<file path="src/rtl/io_loader_if.sv">
// io_loader_if
//   Bundles the board-side inputs and the memory I/O port signals that the
//   io_loader sequencer drives.
//
//   Switch     board switches (half-word data source)
//   Btn_lo     raw button: latch Switch into data[15:0]
//   Btn_hi     raw button: latch Switch into data[31:16]
//   Btn_write  raw button: write word (EDIT) / step address (VIEW)
//   Btn_mode   raw button: toggle EDIT <-> VIEW
//   NumtoEx    read data returned by the I/O port
//   AddfromEx  byte address to the I/O port
//   NumfromEx  write data to the I/O port
//   Stop_en    1 = VIEW (read) mode
//   Verify_en  single-cycle write strobe
//   Display    value shown on the board
//
//   master: the io_loader side.  slave: the board / I/O port side.
interface io_loader_if;
    logic [15:0] Switch;
    logic        Btn_lo;
    logic        Btn_hi;
    logic        Btn_write;
    logic        Btn_mode;
    logic [31:0] NumtoEx;
    logic [31:0] AddfromEx;
    logic [31:0] NumfromEx;
    logic        Stop_en;
    logic        Verify_en;
    logic [31:0] Display;

    modport master (
        input  Switch, Btn_lo, Btn_hi, Btn_write, Btn_mode, NumtoEx,
        output AddfromEx, NumfromEx, Stop_en, Verify_en, Display
    );

    modport slave (
        output Switch, Btn_lo, Btn_hi, Btn_write, Btn_mode, NumtoEx,
        input  AddfromEx, NumfromEx, Stop_en, Verify_en, Display
    );
endinterface

</file>
<file path="src/rtl/io_loader.sv">
// io_loader
//   Board-side input sequencer in front of the CPU memory I/O port. Debounces
//   four buttons, assembles a 32-bit word from two switch half-words, writes
//   it to memory word by word (EDIT) or steps through memory to read it back
//   (VIEW).
//
//   CLK      system clock, rising edge
//   Reset_n  asynchronous active-low reset
//   bus      io_loader_if.master: switches/buttons/read data in,
//            address/write data/Stop_en/Verify_en/Display out
module io_loader #(
    parameter int unsigned DEBOUNCE_CYCLES = 1_000_000,
    parameter logic [31:0] BASE_ADDR       = 32'd0,
    parameter logic [31:0] ADDR_LIMIT      = 32'd128
) (
    input  logic          CLK,
    input  logic          Reset_n,
    io_loader_if.master   bus
);

    localparam int CNT_W = $clog2(DEBOUNCE_CYCLES) + 1;
    localparam logic [CNT_W-1:0] CNT_LAST = CNT_W'(DEBOUNCE_CYCLES - 1);

    localparam logic [1:0] S_EDIT  = 2'd0;
    localparam logic [1:0] S_WRITE = 2'd1;
    localparam logic [1:0] S_VIEW  = 2'd2;

    // Button index: 0 lo, 1 hi, 2 write, 3 mode
    logic [3:0]       raw;
    logic [3:0]       sync1_q, sync2_q;
    logic [3:0]       acc_q, acc_d;
    logic [3:0]       evt;
    logic [CNT_W-1:0] cnt_q [4];
    logic [CNT_W-1:0] cnt_d [4];

    logic [1:0]  state_q, state_d;
    logic [31:0] addr_q, addr_d;
    logic [31:0] data_q, data_d;
    logic [31:0] disp_q, disp_d;
    logic        stop_q, verify_q;

    function automatic logic [31:0] next_addr(input logic [31:0] a);
        return (a == ADDR_LIMIT - 32'd4) ? BASE_ADDR : a + 32'd4;
    endfunction

    assign raw = {bus.Btn_mode, bus.Btn_write, bus.Btn_hi, bus.Btn_lo};

    // The event fires in the cycle the accepted level commits to 1, so the
    // FSM acts on the same clock edge that updates the accepted level.
    always_comb begin
        for (int i = 0; i < 4; i++) begin
            acc_d[i] = acc_q[i];
            cnt_d[i] = '0;
            evt[i]   = 1'b0;
            if (sync2_q[i] != acc_q[i]) begin
                if (cnt_q[i] == CNT_LAST) begin
                    acc_d[i] = sync2_q[i];
                    evt[i]   = sync2_q[i];
                end else begin
                    cnt_d[i] = cnt_q[i] + 1'b1;
                end
            end
        end
    end

    always_ff @(posedge CLK or negedge Reset_n) begin
        if (!Reset_n) begin
            sync1_q <= '0;
            sync2_q <= '0;
            acc_q   <= '0;
            for (int i = 0; i < 4; i++) cnt_q[i] <= '0;
        end else begin
            sync1_q <= raw;
            sync2_q <= sync1_q;
            acc_q   <= acc_d;
            for (int i = 0; i < 4; i++) cnt_q[i] <= cnt_d[i];
        end
    end

    // Mode beats write; lo/hi still latch alongside a mode event in EDIT.
    always_comb begin
        state_d = state_q;
        addr_d  = addr_q;
        data_d  = data_q;
        case (state_q)
            S_EDIT: begin
                if (evt[0]) data_d[15:0]  = bus.Switch;
                if (evt[1]) data_d[31:16] = bus.Switch;
                if (evt[3]) begin
                    state_d = S_VIEW;
                    addr_d  = BASE_ADDR;
                end else if (evt[2]) begin
                    state_d = S_WRITE;
                end
            end
            S_WRITE: begin
                state_d = S_EDIT;
                addr_d  = next_addr(addr_q);
            end
            S_VIEW: begin
                if (evt[3]) begin
                    state_d = S_EDIT;
                    addr_d  = BASE_ADDR;
                end else if (evt[2]) begin
                    addr_d = next_addr(addr_q);
                end
            end
            default: begin
                state_d = S_EDIT;
                addr_d  = BASE_ADDR;
            end
        endcase
        // Display register samples the read port every cycle while in VIEW.
        disp_d = (state_d == S_VIEW) ? bus.NumtoEx : data_d;
    end

    always_ff @(posedge CLK or negedge Reset_n) begin
        if (!Reset_n) begin
            state_q  <= S_EDIT;
            addr_q   <= BASE_ADDR;
            data_q   <= '0;
            disp_q   <= '0;
            stop_q   <= 1'b0;
            verify_q <= 1'b0;
        end else begin
            state_q  <= state_d;
            addr_q   <= addr_d;
            data_q   <= data_d;
            disp_q   <= disp_d;
            stop_q   <= (state_d == S_VIEW);
            verify_q <= (state_d == S_WRITE);
        end
    end

    assign bus.AddfromEx = addr_q;
    assign bus.NumfromEx = data_q;
    assign bus.Stop_en   = stop_q;
    assign bus.Verify_en = verify_q;
    assign bus.Display   = disp_q;

endmodule

</file>
<file path="src/flat_wrapper.sv">
// flat-port wrapper written by rule: the top's interface ports become plain ports
module io_loader_flat 
#(
    parameter int unsigned DEBOUNCE_CYCLES = 1_000_000,
    parameter logic [31:0] BASE_ADDR       = 32'd0,
    parameter logic [31:0] ADDR_LIMIT      = 32'd128
)
  (CLK, Reset_n, bus_Switch, bus_Btn_lo, bus_Btn_hi, bus_Btn_write, bus_Btn_mode, bus_NumtoEx, bus_AddfromEx, bus_NumfromEx, bus_Stop_en, bus_Verify_en, bus_Display);
  io_loader_if bus_i ();
  input  logic CLK;
  input  logic Reset_n;
  input wire logic [$bits(bus_i.Switch)-1:0] bus_Switch;
  input wire logic [$bits(bus_i.Btn_lo)-1:0] bus_Btn_lo;
  input wire logic [$bits(bus_i.Btn_hi)-1:0] bus_Btn_hi;
  input wire logic [$bits(bus_i.Btn_write)-1:0] bus_Btn_write;
  input wire logic [$bits(bus_i.Btn_mode)-1:0] bus_Btn_mode;
  input wire logic [$bits(bus_i.NumtoEx)-1:0] bus_NumtoEx;
  output wire logic [$bits(bus_i.AddfromEx)-1:0] bus_AddfromEx;
  output wire logic [$bits(bus_i.NumfromEx)-1:0] bus_NumfromEx;
  output wire logic [$bits(bus_i.Stop_en)-1:0] bus_Stop_en;
  output wire logic [$bits(bus_i.Verify_en)-1:0] bus_Verify_en;
  output wire logic [$bits(bus_i.Display)-1:0] bus_Display;
  assign bus_i.Switch = bus_Switch;
  assign bus_i.Btn_lo = bus_Btn_lo;
  assign bus_i.Btn_hi = bus_Btn_hi;
  assign bus_i.Btn_write = bus_Btn_write;
  assign bus_i.Btn_mode = bus_Btn_mode;
  assign bus_i.NumtoEx = bus_NumtoEx;
  assign bus_AddfromEx = bus_i.AddfromEx;
  assign bus_NumfromEx = bus_i.NumfromEx;
  assign bus_Stop_en = bus_i.Stop_en;
  assign bus_Verify_en = bus_i.Verify_en;
  assign bus_Display = bus_i.Display;
  io_loader #(.DEBOUNCE_CYCLES(DEBOUNCE_CYCLES), .BASE_ADDR(BASE_ADDR), .ADDR_LIMIT(ADDR_LIMIT)) u_core (.CLK(CLK), .Reset_n(Reset_n), .bus(bus_i));
endmodule
</file>
<file path="config.mk">
export PLATFORM = sky130hd
export DESIGN_NAME = io_loader_flat
export DESIGN_NICKNAME = d
export VERILOG_FILES = /design/src/rtl/io_loader_if.sv /design/src/rtl/io_loader.sv /design/src/flat_wrapper.sv
export SDC_FILE = /design/constraint.sdc
export NUM_CORES = 1
export LEC_CHECK = 0
export ABC_AREA = 1
export BUFFER_PORTS_ARGS = -buffer_cell sky130_fd_sc_hd__clkbuf_2
export CAP_MARGIN = 5
export CORE_MARGIN = 2
export CORE_UTILIZATION = 40
export CTS_BUF_LIST = sky130_fd_sc_hd__clkbuf_16
export DETAILED_ROUTE_END_ITERATION = 12
export PLACE_DENSITY = 0.71
export SYNTH_ARGS = -nofsm -noshare
export SYNTH_HDL_FRONTEND = slang
export SYNTH_SLANG_ARGS = --single-unit
</file>
<file path="constraint.sdc">
create_clock -name CLK -period 2.2 [get_ports CLK]
set_input_delay 0.22 -clock CLK [delete_from_list [all_inputs] [get_ports CLK]]
set_output_delay 0.22 -clock CLK [all_outputs]
set_load 0.1 [all_outputs]
</file>
Yosys cells after proc, flatten, opt, wreduce, memory -nomap -nowiden. Index checks and enable logic that the tools add are counted.

Mux-type cells: 29. Equality and inequality tests: 15. $add $sub $neg: 5. Reductions and logical operators: 6.

Operators by type and width (number): $mux W32 (6); $mux W21 (8); $pmux W32 S3 (1); $add A21 B1 Y21 const B (4); $eq A21 B20 Y1 const B (4); $add A32 B3 Y32 const B (1); $eq A32 B7 Y1 const B (1); $mux W16 (2); $reduce_and A2 Y1 (5); $mux W1 (8); $mux W2 (3); $eq A2 B1 Y1 const B (2); $eq A2 B2 Y1 const B (2); $ne A1 B1 Y1 (4); $pmux W2 S2 (1); $ne A3 B1 Y1 const B (1); $logic_not A2 Y1 (1); $ne A2 B1 Y1 const B (1).

Output and inout port bits: 98. Word-level logic and storage cells: 71. Input bits: 54. Register bits: 196.

Depth between registers and ports, before layout. Gate-level depths: netlist of run 1.

Depth after elaboration: 8. Mapped depth: 14. Depth with buffers taken out: 13.

Least setup slack after synthesis of run 1. No wires, ideal clock.

Path type: flip-flop to flip-flop. From: reg u_core.addr_q[2], in the netlist u_core.bus.AddfromEx[2]. To: reg u_core.addr_q[28], in the netlist u_core.bus.AddfromEx[28]. Slack: -209 ps. Required time: 2080 ps. Arrival time: 2289 ps. Cell stages (with the launch flop): 11. Library setup time: 120 ps. Buffers on the path: 0. Clock period less this slack: 2409 ps. Cell sequence: dfrtp_1 -> ha_1 -> nand3_1 -> nor2_1 -> nand4_1 -> nor2_1 -> nand3_1 -> nand2_1 -> nor2_1 -> nand2_1 -> nand2_1.

Longest elaborated chain between the ends: 5. Elaborated cells between the ends (all ways): 6. Those cells by class: 1 x add/sub; 1 x eq/ne; 4 x mux.

RTL lines: start, declared (line io_loader.sv:37) `logic [31:0] addr_q, addr_d;`; start signal, assigned (line io_loader.sv:127) `addr_q <= addr_d;`; $add A32 B3 Y32 / $eq A32 B7 Y1 (equally long branches) (line io_loader.sv:43) `return (a == ADDR_LIMIT - 32'd4) ? BASE_ADDR : a + 32'd4;`; $mux W32 (*) (line io_loader.sv:43); $mux W32 (line io_loader.sv:104) `end else if (evt[2]) begin`; $mux W32 (line io_loader.sv:101) `if (evt[3]) begin`; $pmux W32 S3 (*) (line io_loader.sv:85) `case (state_q)`.

Mark *: on every way between the ends. The rest lies on a longest branch, timed or not. The select of a mux whose other input is x is not followed. A chain may end at the register's enable or synchronous reset.

==> results of run 1 <==
==> stage by stage <==
stage	utilization [%]	hold slack [ps]	setup slack (ps)	cell area, um2
6_report	48.7	12.3	163	12100
3_5_place_dp	45.7	282	149	11400
5_1_grt	48.7	0.874	0.0495	12100
4_1_cts	48.5	0.385	122	12100
3_3_place_gp	45.7	286	186	11400
2_1_floorplan	-	-75.6	19.2	10100
==> power by group through the flow <==
stage	sequential, mW	clock (mW)	combinational (mW)
6_report	3.64	3.14	0.252
5_1_grt	3.65	3.36	0.290
4_1_cts	3.64	3.21	0.257
3_5_place_dp	3.72	0	0.241
3_3_place_gp	3.71	0	0.236
2_1_floorplan	3.71	0	0.0714
==> cells in the mapped netlist (all sizes together) <==
| master | instances |
|---|---|
| a211oi | 7 |
| a21oi | 33 |
| a311oi | 1 |
| a31oi | 7 |
| and2 | 1 |
| and3b | 1 |
| buf | 23 |
| clkbuf | 8 |
| clkinv | 1 |
| dfrtp | 196 |
| ha | 8 |
| inv | 155 |
| nand2 | 344 |
| nand3 | 124 |
| nand3b | 1 |
| nand4 | 50 |
| nor2 | 183 |
| nor3 | 50 |
| nor3b | 7 |
| nor4 | 5 |
| o211a | 1 |
| o21a | 4 |
| o21ai | 60 |
| o21bai | 1 |
| or2 | 2 |
| xnor2 | 10 |
| xor2 | 21 |
==> path summary, 6_finish.rpt <==
kind                                            end  cells past startpoint
min in group asynchronous   u_core.bus.AddfromEx[5]                      2
max in group asynchronous  u_core.bus.AddfromEx[19]                      3
min reg2reg                       u_core.sync2_q[1]                      0
max reg2reg                        u_core.cnt_q[20]                      9
max                                u_core.cnt_q[20]                      9
min                          u_core.bus.Display[31]                      3
==> registers in the layout, indices dropped and copies added (netlist names), 2 cells and up <==
signal                count
u_core.cnt_q             84
u_core.bus.AddfromEx     32
u_core.bus.Display       32
u_core.bus.NumfromEx     32
u_core.acc_q              4
u_core.sync1_q            4
u_core.sync2_q            4
u_core.state_q            2
==> area by class of cell <==
cell class	count	area [um2]	area share [%]
sequential	196	4910	40.6
multi-input combinational	921	4390	36.3
timing repair buffer	199	1210	9.97
inverter	156	588	4.85
clock buffer	17	425	3.51
tap	330	413	3.41
clock inverter	15	171	1.42
==> logic make-up (layout without fill, tap and decap cells) <==
logic type               count (synthesis)  in the layout  share of synthesized area (%)
AND/OR/NAND/NOR                        768            768                           33.7
XOR/XNOR                                31             31                           2.70
adder cells (fa/ha/maj)                  8              8                          0.996
buffers and inverters                  187            387                           7.63
flip-flops                             196            196                           48.8
AO/OA/AOI/OAI                          114            114                           6.15
==> worst register-to-register path, cell delays in order (launching register included) <==
cell and delay [ps]:
dfrtp_1 380, ha_1 200, inv_1 100, nor2_2 190, nand2_1 100, nor2_1 210, nand4_1 230, nor3_1 280
nand2_1 90, nor3b_2 160
==> layer usage <==
layer	vias to the layer above	GRT usage, %	wire length, um
li1	4598	-	-
met1	4354	25.9	11200
met2	299	34.1	12200
met3	34	4.51	1710
met4	0	5.35	403
met5	-	0	0
==> repair_timing <==
item	in CTS	in global routing
setup endpoints to repair	0	45
gates resized for setup	0	8
hold buffers	11	2
endpoints found under the hold margin	72	2
==> qor.txt, run 1 <==
status = completed
total grt overflow = 0
initial antenna violation count = 0
Power Density = 581 nW/um2
Total Routed Length = 25.5 mm
Fmax = 491 MHz
CP startpoint kind = register
reg2reg start = u_core.cnt_q[1]
Setup Buffers After CTS = 0
PortBufs = 151
vias in the first global route = 9,096
Total Power = 7.04 mW
Initial Utilization = 40.4%
number of diodes = 0
CTS Root Cell = clkbuf_16
CTS tree = built
Min-Delay Startpoint = bus_NumtoEx[31]
switch share = 24.1%
syn_area_per_cell = 7.71 um2
IO Count = 152
Synth cell types = 39
CP Capture Type = register
Yosys Warn Count = 0
Synth area leaders = dfrtp_1 (49%), nand2_1 (13%), nor2_1 (6.5%), nand3_1 (6.0%), inv_1 (5.6%)
Final Hold Viols = 0
crit share post-route = 92.6%
Total GRT Usage = 20.1%
CTS Buf Count = 17
Die ar. = 26,400 um2
CTS max path bufs = 2
Vias/cell = 5.06
row count = 58
RSZ-0062 raised after global routing = no
clock network fraction of total power = 44.6%
Final Wtd Congestion = 0.943
clock skew after layout = 16.9 ps
sequential share of power = 51.8%
Post-route DRC = 0
synthesized cell area = 10,000 um2
cell mode on critical path = nand2_1
Synth area leader = dfrtp_1
delay-heaviest family, CP = simple AND/OR/NAND/NOR gates
core area = 24,900 um2
Detailed Place HPWL = 18.8 mm
commonest non-fill, non-tap cells in the layout = nand2_1 (334), dfrtp_1 (189), nor2_1 (173)
non-filler instance count after layout = 1,834
area delta synth->final = 20.5%
initial DRC count = 591
Net Switching = 1.70 mW
commonest non-fill, non-tap cell in the layout = nand2_1
post-synth top area share = 48.8%
Buffers & Inverters on Critical Path = 1
final setup vio count = 0
Lkg Pwr = 5.87 nW
CP Class = register to register
Pins Over Slew Limit = 0
Comb pwr share = 3.6%
Tmin final = 2040 ps
peak fanout along the critical path = 4
Critical Path RT = 2520 ps
die height = 162 um
first-pass GRT wire length = 43.3 mm
internal power = 5.34 mW
Reg2Reg Setup Slack = 160 ps
Skew-Pair Late Insertion Delay = 430 ps
Vias = 9,285
CP arrival = 2360 ps
Chip Width = 162 um
Critical Path Start = u_core.cnt_q[1]
CP Cell Sequence = ha_1 -> inv_1 -> nor2_2 -> nand2_1 -> nor2_1 -> nand4_1 -> nor3_1 -> nand2_1 -> nor3b_2
slew margin rel. = 58.9%
sequential area share after synthesis = 48.8%
max-cap viol count = 0
slowest cell delay on critical path = 380 ps
WL/cell = 13.9 um
# clock sinks = 196
Max IR drop VDD = 0.430 mV
H-tree Lvls = 4
Synth Instances = 1,304
CP max stage cell = dfrtp_1
Nets = 1,553
largest net degree at the start of global routing = 71
Post-Place Cells = 1,789
Post-DRT Antenna Nets = 0
Final TNS setup = 0 ps
Fill cells = 2,388
Slew @ Worst Pin = 616 ps
proportion of layout cells with a drive suffix above 1 = 17.2%
#FFs+latches synth = 196
Hold Crit Class = input port to register
Mapped Nets = 1,366
DRT Pass-1 Iters = 5
clock-pin slew on the worst setup and hold paths = 80 ps
No activity file was read; power rests on OpenSTA's default activity.
==> inputs of run 2 (changes only) <==
ABC_AREA = 0   (was 1)
PLACE_DENSITY = 0.72   (was 0.71)
==> run 2 against run 1 <==
  * The flow now finishes with violations (negative setup slack)
  * Die area down 10%
  * Sequential power up 1%
  * Synthesized cell count down 40%
  * Setup slack lost 420 ps
  * Cell count down 24%
  * Sequential share of layout area decreased by 1.2 points
  * Count of clock-buffer cells in the layout unchanged
  * Non-clock buffer count increased by 124
  * Global-route usage shrank 0.34 points
  * First-iteration DRC count fell by 29%
  * Largest power group unchanged
  * Highest routed layer unchanged
==> qor.txt, run 2 <==
status = complete, but fails checks
failing checks = negative setup slack
#FFs+latches synth = 196 (unchanged)
Synth area leaders = dfrtp_1 (55%), xor2_1 (5.5%), mux2_4 (4.9%), mux2_2 (4.6%), nor2_1 (4.1%)
Mapped Nets = 850 (-38%)
Hold Crit Class = input port to register
Initial Utilization = 41.0% (+0.62 points)
PortBufs = 151 (unchanged)
max reg flops = 84 (unchanged)
Lkg Pwr = 6.08 nW (+3.5%)
IO Count = 152 (unchanged)
clock skew after layout = 16.4 ps (-0.463 ps)
Total Power = 7.29 mW (+3.7%)
Yosys Warn Count = 0 (unchanged)
most numerous cell in the Yosys netlist = dfrtp_1
CTS max path bufs = 2 (unchanged)
commonest non-fill, non-tap cells in the layout = dfrtp_1 (164), clkbuf_2 (150), buf_4 (128)
initial DRC count = 421 (-29%)
Pins Over Slew Limit = 0 (unchanged)
Max IR drop VDD = 0.469 mV (+9.2%)
Critical Path RT = 2520 ps (about the same)
CP arrival = 2780 ps (+420 ps)
core area = 21,900 um2 (-12%)
syn_area_per_cell = 11.4 um2 (+48%)
Total Routed Length = 24.0 mm (-6.0%)
Post-synth EDFFs = 0 (unchanged)
Post-DRT Antenna Nets = 0 (unchanged)
wl on met1 = 10.3 mm (-7.9%)
Post-route DRC = 0 (unchanged)
die height = 154 um (-5.4%)
max-cap viol count = 0 (unchanged)
Largest Register = u_core.cnt_q
clock-pin slew on the worst setup and hold paths = 80 ps (about the same)
peak fanout along the critical path = 7 (+3)
total grt overflow = 0 (unchanged)
Synth Instances = 788 (-40%)
row count = 54 (-6.9%)
crit share post-route = 111% (+19 points)
Setup WS pre-CTS = -439 ps (-587 ps)
Synth area leader = dfrtp_1
CP startpoint kind = register
hold slack = 17.4 ps (+5.19 ps)
largest net degree at the start of global routing = 56 (-21%)
met2 wire length = 11.9 mm (-2.0%)
WL met3 = 1.09 mm (-37%)
# clock sinks = 196 (unchanged)
final setup vio count = 48 (+48)
Final Core Density = 57.8% (+9.1 points)
Synth cell types = 52 (+33%)
Skew-Pair Late Insertion Delay = 440 ps (about the same)
Tmin final = 2450 ps (+415 ps)
Reg2Reg Setup Slack = -250 ps (-420 ps)
slew margin rel. = 59.8% (+0.81 points)
setup ws final = -252 ps (-415 ps)
RSZ-0062 raised after global routing = yes
CP Capture Type = register
synthesized cell area = 8970 um2 (-11%)
H-tree Lvls = 4 (unchanged)
Total GRT Usage = 19.7% (-0.34 points)
CP Class = register to register
ys flop type = dfrtp_1
Vias/cell = 5.24 (+3.5%)
Slew @ Worst Pin = 606 ps (-9.58 ps)
Die ar. = 23,600 um2 (-10%)
Detailed Place HPWL = 15.8 mm (-16%)
FFs w/ async S/R, synth = 100% (unchanged)
Vias = 7,339 (-21%)
post-synth top area share = 54.7% (+5.8 points)
proportion of layout cells with a drive suffix above 1 = 44.8% (+28 points)
CTS Buf Count = 17 (unchanged)
Final Wtd Congestion = 0.838 (-11%)
commonest non-fill, non-tap cell in the layout = dfrtp_1
DRT Pass-1 Iters = 5 (unchanged)
CTS Root Cell = clkbuf_16
Power Density = 577 nW/um2 (-0.74%)
first-pass GRT wire length = 37.7 mm (-13%)
sequential area share after synthesis = 54.7% (+5.8 points)
DR top layer = met4
WL/cell = 17.1 um (+23%)
Fmax = 408 MHz (-17%)
Final Hold Viols = 0 (unchanged)
CTS tree = built
Post-synth top cells = dfrtp_1 (196), nor2_1 (98), xor2_1 (56)
initial antenna violation count = 1 (+1)
vias in the first global route = 7,369 (-19%)
area delta synth->final = 41.0%
Chip Width = 154 um (-5.4%)
Nets = 1,169 (-25%)
run 2: power breakdown:
part           switching [mW]  internal, mW
Sequential             0.0305          3.66
Combinational           0.412         0.165
Clock                    1.44          1.59
Total                    1.88          5.41
run 2: worst max-delay path, stage by stage, from the launching register on:
cell       delay, ps
dfrtp_1          390
or4_4            560
nor4b_4          240
and3_4           270
or2b_4           140
o311ai_4         110
buf_12           170
clkbuf_16        170
mux2_4           300
run 2: layer usage:
layer / up-vias / global-route usage, %
met5: - / 0
met3: 47 / 3.92
met4: 0 / 6.42
li1: 3451 / -
met2: 209 / 33.0
met1: 3632 / 25.8
run 2: cells by family after synthesis:
logic type,count (synthesis),synth area share [%]
buf+inv,39,2.11
xor+xnor,78,7.61
compound gates,74,6.09
mux,66,9.50
fa+ha+maj,8,1.12
simple gates,327,18.9
flops,196,54.7
run 2: path summary, 6_finish.rpt:
path                                    from                    end  depth (start not counted)
max                          u_core.cnt_q[7]  u_core.bus.Display[6]                          8
max in group asynchronous            Reset_n      u_core.sync1_q[1]                          3
min in group asynchronous            Reset_n       u_core.cnt_q[17]                          2
max reg2reg                  u_core.cnt_q[7]  u_core.bus.Display[6]                          8
min                           bus_NumtoEx[4]  u_core.bus.Display[4]                          2
min reg2reg                u_core.sync1_q[1]      u_core.sync2_q[1]                          0
run 2: per-stage QoR:
stage	TNS (ps)	instance area (um2)	cells
6_report	-7600	12600	1400
3_5_place_dp	-17350	11300	1331
5_1_grt	-12380	12600	1400
4_1_cts	-6260	12300	1388
2_1_floorplan	-6310	9230	788
3_3_place_gp	-13450	11300	1331
run 2: what timing repair did:
| action | CTS | global route |
|---|---|---|
| gates cloned | 5 | 3 |
| pin swaps | 4 | 18 |
| hold endpoints to repair | 62 | 0 |
| resized for setup | 42 | 43 |
| hold buffers | 12 | 0 |
| buffers inserted | 10 | 9 |
| setup endpoints to repair | 79 | 81 |
run 2: final cells by class:
class,count,area [um2]
Fill cell,1767,9240
Sequential cell,196,4980
Multi-Input combinational cell,556,4330
Timing Repair Buffer,323,2370
Clock buffer,17,425
Tap cell,280,350
Clock inverter,14,138
Inverter,13,48.8
Antenna cell,1,2.50
==> inputs of run 3 (changes only) <==
REMOVE_ABC_BUFFERS = 1   (was default)
==> run 3 against run 2 <==
  * The flow still finishes with violations (negative setup slack)
  * Non-clock buffer count rose by 1
  * Sequential cell count did not move
  * Critical endpoint is now u_core.bus.Display[16]
  * Critical path type unchanged
  * Utilization rose by 0.46 points
==> qor.txt, run 3 (synthesized netlist as in run 2, its figures left out) <==
status = complete, but fails checks
failing checks = negative setup slack
Post-Place Cells = 1,334 (+0.23%)
vias in the first global route = 7,334 (-0.47%)
PortBufs = 151 (unchanged)
met2 wire length = 11.8 mm (-1.2%)
die height = 154 um (unchanged)
DR top layer = met4
Chip Width = 154 um (unchanged)
proportion of layout cells with a drive suffix above 1 = 42.1% (-2.6 points)
Fmax = 406 MHz (-0.55%)
Skew-Pair Late Insertion Delay = 430 ps (about the same)
row count = 54 (unchanged)
CTS Root Cell = clkbuf_16
area delta synth->final = 42.1%
Final Hold Viols = 0 (unchanged)
Setup WS pre-CTS = -273 ps (+165 ps)
IO Count = 152 (unchanged)
total grt overflow = 0 (unchanged)
internal power = 5.42 mW (+0.10%)
Post-DRT Antenna Nets = 0 (unchanged)
CTS tree = built
CP max stage cell = or4_4
sequential share of power = 50.4% (about the same)
wl on met1 = 9.94 mm (-3.6%)
CTS Buf Count = 17 (unchanged)
Vias/cell = 5.23 (-0.21%)
Max IR drop VDD = 0.492 mV (+4.9%)
peak fanout along the critical path = 10 (+3)
commonest non-fill, non-tap cells in the layout = dfrtp_1 (195), clkbuf_2 (150), buf_4 (126)
Total GRT Usage = 19.0% (-0.75 points)
# clock sinks = 196 (unchanged)
Final Wtd Congestion = 0.820 (-2.1%)
Net Switching = 1.90 mW (+0.96%)
Slew @ Worst Pin = 619 ps (+12.4 ps)
max reg flops = 84 (unchanged)
slew margin rel. = 58.9% (-0.82 points)
switch share = 26.0% (+0.16 points)
largest net degree at the start of global routing = 61 (+8.9%)
Total Routed Length = 23.6 mm (-1.7%)
clock-pin slew on the worst setup and hold paths = 70 ps (about the same)
delay-heaviest family, CP = simple AND/OR/NAND/NOR gates
WL met3 = 1.34 mm (+23%)
core area = 21,900 um2 (unchanged)
crit share post-route = 112% (+0.62 points)
Buffers & Inverters on Critical Path = 1 (-1)
H-tree Lvls = 4 (unchanged)
Post-route DRC = 0 (unchanged)
CP Class = register to register
initial antenna violation count = 0 (-1)
Nets = 1,167 (-0.17%)
non-filler instance count after layout = 1,398 (-0.14%)
Critical Path RT = 2530 ps (about the same)
Die ar. = 23,600 um2 (unchanged)
Power Density = 574 nW/um2 (-0.47%)
CTS max path bufs = 2 (unchanged)
CP Capture Type = register
final setup vio count = 65 (+35%)
RSZ-0062 raised after global routing = yes
number of diodes = 0 (-1)
CP startpoint kind = register
Tmin final = 2470 ps (+13.6 ps)
Pins Over Slew Limit = 0 (unchanged)
Lkg Pwr = 6.24 nW (+2.7%)
setup ws final = -266 ps (-13.6 ps)
CP arrival = 2790 ps (about the same)
clock network fraction of total power = 41.8% (+0.3 points)
Initial Utilization = 41.0% (unchanged)
Detailed Place HPWL = 15.3 mm (-3.3%)
first-pass GRT wire length = 36.6 mm (-2.8%)
Largest Register = u_core.cnt_q
CP Cell Sequence = nor4_2 -> nand2_1 -> or4_4 -> nor3_4 -> buf_6 -> mux2_2 -> mux2_4
slowest cell delay on critical path = 540 ps (-20 ps)
Vias = 7,313 (-0.35%)
commonest non-fill, non-tap cell in the layout = dfrtp_1
WL/cell = 16.8 um (-1.6%)
initial DRC count = 492 (+17%)
DRT Pass-1 Iters = 5 (unchanged)
Hold Crit Class = input port to register
clock skew after layout = 9.04 ps (-7.40 ps)
Comb pwr share = 7.8% (about the same)
max-cap viol count = 0 (unchanged)
-- run 3: changes by cell type in the layout (fill, tap and decap cells not counted), moves of 5 or more --
cell	before	now
dfrtp_1	164	195
dfrtp_2	16	1
dfrtp_4	16	0
mux2_2	21	28
mux2_4	45	38
o21ai_2	1	6
-- run 3: path summary, 6_finish.rpt --
check / startpoint / to / slack, ps / cells past startpoint
max: u_core.cnt_q[52] / u_core.bus.Display[16] / -270 / 7
min: bus_NumtoEx[11] / u_core.bus.Display[11] / 20 / 2
max reg2reg: u_core.cnt_q[52] / u_core.bus.Display[16] / -270 / 7
min reg2reg: u_core.sync1_q[0] / u_core.sync2_q[0] / 350 / 0
max in group asynchronous: Reset_n / u_core.cnt_q[9] / 1200 / 3
min in group asynchronous: Reset_n / u_core.bus.Stop_en / 270 / 2
-- run 3: layout make-up --
cell class / count / area, um2
fill: 1708 / 9140
clock buffer: 17 / 425
multi-input combinational: 553 / 4410
clock inverter: 15 / 145
sequential: 196 / 4910
timing repair buffer: 324 / 2460
tap: 280 / 350
inverter: 13 / 48.8
-- run 3: power groups by stage --
stage	Clock, mW	Sequential, mW	Combinational, mW
after floorplan	0	3.98	0.0843
after global placement	0	3.75	0.550
after detailed placement	0	3.76	0.556
after CTS	3.11	3.69	0.579
after global routing	3.26	3.69	0.614
final	3.06	3.69	0.573
-- run 3: per-layer routing --
| layer | GRT usage [%] | up-vias |
|---|---|---|
| li1 | - | 3434 |
| met1 | 24.7 | 3623 |
| met2 | 31.5 | 216 |
| met3 | 4.37 | 40 |
| met4 | 6.07 | 0 |
| met5 | 0 | - |
-- run 3: stage by stage --
step                      power (mW)  hold slack (ps)  cell area [um2]  util, %  TNS, ps
after global routing            7.57             2.48            12700     58.2   -16180
final                           7.32             16.2            12700     58.2   -11390
after CTS                       7.37             2.21            12200     55.9   -11220
after global placement          4.30              178            11100     50.8    -9990
after detailed placement        4.31              172            11100     50.8   -14120
after floorplan                 4.06            -75.6             8830        -   -60950
-- run 3: repair_timing --
item | 4_1_cts | 5_1_grt
pin swaps | 19 | 21
setup buffers | 3 | 7
endpoints found under the setup margin | 68 | 82
gates cloned | 5 | 3
hold endpoints to repair | 51 | 0
hold buffers | 15 | 0
gates resized for setup | 50 | 72
-- run 3: worst reg2reg max path, cell delays in order (launching register included) --
cell	delay, ps
dfrtp_1	410
nor4_2	310
nand2_1	80
or4_4	540
nor3_4	180
buf_6	220
mux2_2	360
mux2_4	260
